==> src/rtl/tap_stream.sv <==
// Handshaked tap streamer: snapshots the FIR tap bus on start and emits one tap (or mirrored pair sum)
// per accepted beat, tagged with its coefficient index.
module tap_stream #(
    parameter  int DATA_WIDTH = 8,
    parameter  int NUM_TAPS   = 8,
    localparam int IDX_W      = $clog2(NUM_TAPS)
) (
    input  logic                           clk,
    input  logic                           rst,
    input  logic                           start,
    input  logic                           sym_mode,
    input  logic [NUM_TAPS*DATA_WIDTH-1:0] taps_in,
    output logic                           out_valid,
    input  logic                           out_ready,
    output logic [DATA_WIDTH:0]            out_data,
    output logic [IDX_W-1:0]               out_index,
    output logic                           out_last,
    output logic                           busy,
    output logic                           done
);

    typedef enum logic {IDLE, RUN} state_t;

    localparam logic [IDX_W-1:0] LAST_N = IDX_W'(NUM_TAPS - 1);
    localparam logic [IDX_W-1:0] LAST_S = IDX_W'((NUM_TAPS + 1) / 2 - 1);

    state_t                                state_q;
    logic [NUM_TAPS-1:0][DATA_WIDTH-1:0]   snap_q;
    logic                                  mode_q;
    logic                                  done_q;
    logic [IDX_W-1:0]                      k_q;
    logic [IDX_W-1:0]                      k_d;
    logic [IDX_W-1:0]                      mirror;
    logic                                  run;
    logic                                  is_last;
    logic signed [DATA_WIDTH:0]            x_lo;
    logic signed [DATA_WIDTH:0]            x_hi;
    logic signed [DATA_WIDTH:0]            beat;

    assign run     = (state_q == RUN);
    assign is_last = (k_q == (mode_q ? LAST_S : LAST_N));
    assign k_d     = k_q + IDX_W'(1);

    // The packed snapshot layout matches the tap bus slot ordering, so it is captured whole.
    always_ff @(posedge clk or posedge rst) begin
        if (rst) begin
            state_q <= IDLE;
            snap_q  <= '0;
            mode_q  <= 1'b0;
            k_q     <= '0;
            done_q  <= 1'b0;
        end else begin
            done_q <= 1'b0;
            case (state_q)
                IDLE: begin
                    if (start) begin
                        snap_q  <= taps_in;
                        mode_q  <= sym_mode;
                        k_q     <= '0;
                        state_q <= RUN;
                    end
                end
                RUN: begin
                    if (out_ready) begin
                        if (is_last) begin
                            k_q     <= '0;
                            done_q  <= 1'b1;
                            state_q <= IDLE;
                        end else begin
                            k_q <= k_d;
                        end
                    end
                end
                default: state_q <= IDLE;
            endcase
        end
    end

    // The odd-N middle tap mirrors onto itself and passes through undoubled.
    always_comb begin
        mirror = LAST_N - k_q;
        x_lo   = {snap_q[k_q][DATA_WIDTH-1], snap_q[k_q]};
        x_hi   = {snap_q[mirror][DATA_WIDTH-1], snap_q[mirror]};
        beat   = (mode_q && (k_q != mirror)) ? (x_lo + x_hi) : x_lo;
    end

    assign out_valid = run;
    assign busy      = run;
    assign done      = done_q;
    assign out_data  = run ? beat : '0;
    assign out_index = k_q;
    assign out_last  = run & is_last;

endmodule

==> config.mk <==
export PLATFORM = sky130hd
export DESIGN_NAME = tap_stream
export DESIGN_NICKNAME = d
export VERILOG_FILES = /design/src/rtl/tap_stream.sv
export SDC_FILE = /design/constraint.sdc
export NUM_CORES = 1
export LEC_CHECK = 0
export CELL_PAD_IN_SITES_DETAIL_PLACEMENT = 1
export CELL_PAD_IN_SITES_GLOBAL_PLACEMENT = 2
export CORE_UTILIZATION = 38
export DETAILED_ROUTE_END_ITERATION = 16
export GPL_ROUTABILITY_DRIVEN = 0
export GPL_TIMING_DRIVEN = 0
export PLACE_DENSITY = 0.92
export SYNTH_ARGS = -nofsm -noshare
export SYNTH_HDL_FRONTEND = slang
export SYNTH_SLANG_ARGS = --single-unit
==> constraint.sdc <==
create_clock -name clk -period 7 [get_ports clk]
set_input_delay 2.1 -clock clk [delete_from_list [all_inputs] [get_ports clk]]
set_output_delay 2.1 -clock clk [all_outputs]
set_load 0.02 [all_outputs]
==> results by group <==
STA
  • Slew @ Worst Pin: 0.885 ns
  • Fmax: 154 MHz
  • Layout Skew: 0.00711 ns
  • Min cycle time layout: 6.49 ns
  • Final Max Tran Viols: 0
  • Final setup TNS: 0 ns
  • Final period util: 0.927
  • Rel. slew slack: 0.410
  • Final Hold Fails: 0
  • Final-report setup violation count: 0
  • RSZ-0062 raised after global routing: false
  • Fin Hold WS: 0.523 ns

Yosys
  • Syn Area/Cell: 14.2 µm²
  • Number of synthesized flops with an enable pin: 0
  • YS warnings: 0
  • Syn Nets: 368
  • FFs w/ async S/R, synth: 1.00
  • Seq/Total Area, Yosys: 0.427
  • Post-synthesis cell area: 4100 µm²
  • Top cells by area, synth: dfrtp_1 (43%), mux2_2 (21%), mux4_2 (12%)
  • Post-synth top area share: 0.427
  • Main synth FF type: dfrtp_1
  • Number of synthesized register bits: 70
  • Cells after Synth: 289
  • Library cells used by synthesis: 45
  • Largest area contributor in the netlist: dfrtp_1

GRT
  • Remaining global-route overflow: 0
  • Total GRT Usage: 0.209
  • Largest net degree at the start of global routing: 71
  • Vias in the first global route: 3145
  • First-pass GRT wire length: 17300 µm
  • Initial antenna violation count: 1

Critical path
  • R2r setup slk: 4.85 ns
  • Crit path kind: flop to primary output
  • Worst Setup Start Kind: flop
  • Crit path max fanout: 10
  • End of the worst register-to-register path: snap_q[20]
  • Critical Path Slowest Stage Cell: clkdlybuf4s50_1
  • Reg2reg path depth: 5
  • Most common cell on crit path: buf_2
  • CP endpoint kind: primary output
  • Critical path data arrival time: 4.39 ns
  • Reg2reg start: busy
  • CP peak stage delay: 0.63 ns
  • Worst path cell trace: buf_2 -> buf_2 -> buf_2 -> mux4_2 -> mux2_2 -> ha_1 -> inv_1 -> fa_1 -> nor2b_1 -> o31a_1 -> or4_1 -> a31oi_1 -> clkdlybuf4s50_1
  • Required time of the critical path: 4.90 ns

Cells and area
  • Design Area, Final: 5310 µm²
  • Area Growth Syn to Fin: 29.4%
  • Highest-count cells in the layout ignoring fill and taps: clkdlybuf4s50_1 (84), mux2_2 (78), dfrtp_1 (70)
  • Final core occ: 0.510
  • Most common cell after layout, fill and taps aside: clkdlybuf4s50_1
  • Layout cells sized above 1: 0.347
  • Fillcell total: 1064
  • Non-Filler Instances: 526
  • Final #Nets: 463

Floorplan
  • Die width: 106 µm
  • Die area: 11200 µm²
  • Io pins: 85
  • Starting Density: 0.394
  • Site Rows: 37
  • Core area: 10400 µm²
  • Die height: 106 µm

Pwr
  • Clk pwr share: 0.107
  • Combinational cell fraction of total power: 0.648
  • P_leak: 0.00219 µW
  • Sequential Power Share: 0.245
  • Switching Fraction: 0.406
  • Total power divided by cell area: 576 nW/µm²
  • P_sw: 1240 µW
  • P_int: 1820 µW
  • Worst ir drop on vdd: 233 µV

CTS
  • CTS Buf Count: 9
  • Clk_lat worst skew: 0.36 ns
  • Total number of H-tree levels: 3
  • CTS tree: done
  • CTS clk-pin slew, worst paths: 0.07 ns
  • Post-CTS Hold Buffers: 0
  • # Post-CTS Setup Buffers: 0
  • Clk sinks: 70
  • Resize count post-CTS: 0
  • CTS Root Cell: clkbuf_8
  • Clk buf depth: 2

Place
  • Port Buffer Count: 84
  • Placed cell area: 5120 µm²
  • DP Cell Count: 509
  • Hpwl dp: 7910 µm

Drt
  • Drt drc: 0
  • Via/cell ratio: 5.57
  • Initial DRC count: 131
  • Wire length per cell: 20.4 µm
  • DR pass1 iterations: 4
  • Final WL: 10700 µm
  • ANT nets after route: 0
  • Via Count: 2930

Min path
  • Hold Path Depth: 1
  • Worst hold path type: flop to flop
  • Hold Startpoint: snap_q[46]
  • Hold Path Sink: snap_q[46]

Run
  • Max_cap viols: 0

Status
  • Status: finished clean
## cell type report
| type | count | area, µm² | share of cell area |
|---|---|---|---|
| clock buffers | 10 | 128 | 0.0240 |
| flip-flops and latches | 70 | 1750 | 0.330 |
| diodes | 1 | 2.50 | 0.000471 |
| well taps | 136 | 170 | 0.0321 |
| inverters | 8 | 32.5 | 0.00613 |
| multi-input cells | 190 | 2200 | 0.414 |
| clock inverters | 6 | 62.6 | 0.0118 |
| plain buffers | 21 | 125 | 0.0236 |
| repair buffers | 84 | 841 | 0.158 |
## synthesized netlist by cell type, types with 2 or more instances
library cell / count
and3_1: 2
o311ai_0: 2
nand2_1: 9
inv_1: 7
mux2_2: 78
a31o_1: 2
nor3_1: 2
mux4_2: 22
dfrtp_1: 70
a21oi_1: 7
mux4_1: 10
o31a_1: 2
clkbuf_1: 4
nor2_1: 7
mux2i_1: 2
nor2b_1: 3
ha_1: 9
buf_2: 12
buf_4: 2
a211oi_1: 2
nand3_1: 5
o21ai_0: 7
## critical path: cells and delay by family, from the launching register on
kind                     cells  cell delay [ns]
buffers and inverters        5             1.61
multiplexers                 2             0.64
AND/OR/NAND/NOR              2             0.55
adder cells (fa/ha/maj)      2             0.39
AO/OA/AOI/OAI                2             0.44
flip-flops                   1             0.39
## sequential cells by signal (all words and copies together) (netlist names)
name and count:
snap_q 64, out_index 3, busy 1, done 1, mode_q 1
## cell families (layout without fill, tap and decap cells)
kind of cell	after synthesis	after routing	share of synthesized area
buffers and inverters	29	129	0.0378
xor gates and xnor gates	2	2	0.00427
other	0	1	0
adders and majority gates	10	10	0.0323
and+or+nand+nor	34	34	0.0412
muxes	112	112	0.404
DFF	70	70	0.427
AOI/OAI and AO/OA	32	32	0.0537
## stage by stage
step	total power (µW)	setup slack (ns)
2_1_floorplan	2110	1.59
3_3_place_gp	2670	0.915
3_5_place_dp	2750	0.837
4_1_cts	3090	0.452
5_1_grt	3290	0.269
6_report	3060	0.508
## worst max-delay path by stage
stage	startpoint	slack, ns	cells after the start	end
2_1_floorplan	out_index[0]	1.59	12	out_data[8]
4_1_cts	out_index[2]	0.45	11	out_data[8]
6_report	out_index[1]	0.51	13	out_data[8]
5_1_grt	out_index[2]	0.27	11	out_data[8]
3_5_place_dp	out_index[2]	0.84	11	out_data[8]
3_3_place_gp	out_index[1]	0.92	13	out_data[8]
## per-layer routing
metal	track usage	up-vias	routed length, µm
met5	0	-	0
met4	0.0635	0	143
met3	0.0527	12	518
met2	0.347	85	5230
met1	0.271	1523	4830
li1	-	1310	-
## power groups by stage
stage,Combinational (µW),Sequential [µW],Clock (µW)
3_3_place_gp,1940,732,0
6_report,1980,749,327
5_1_grt,2160,777,351
3_5_place_dp,1990,756,0
4_1_cts,2000,748,335
2_1_floorplan,1400,707,0
(Power assumes the default switching activity.)
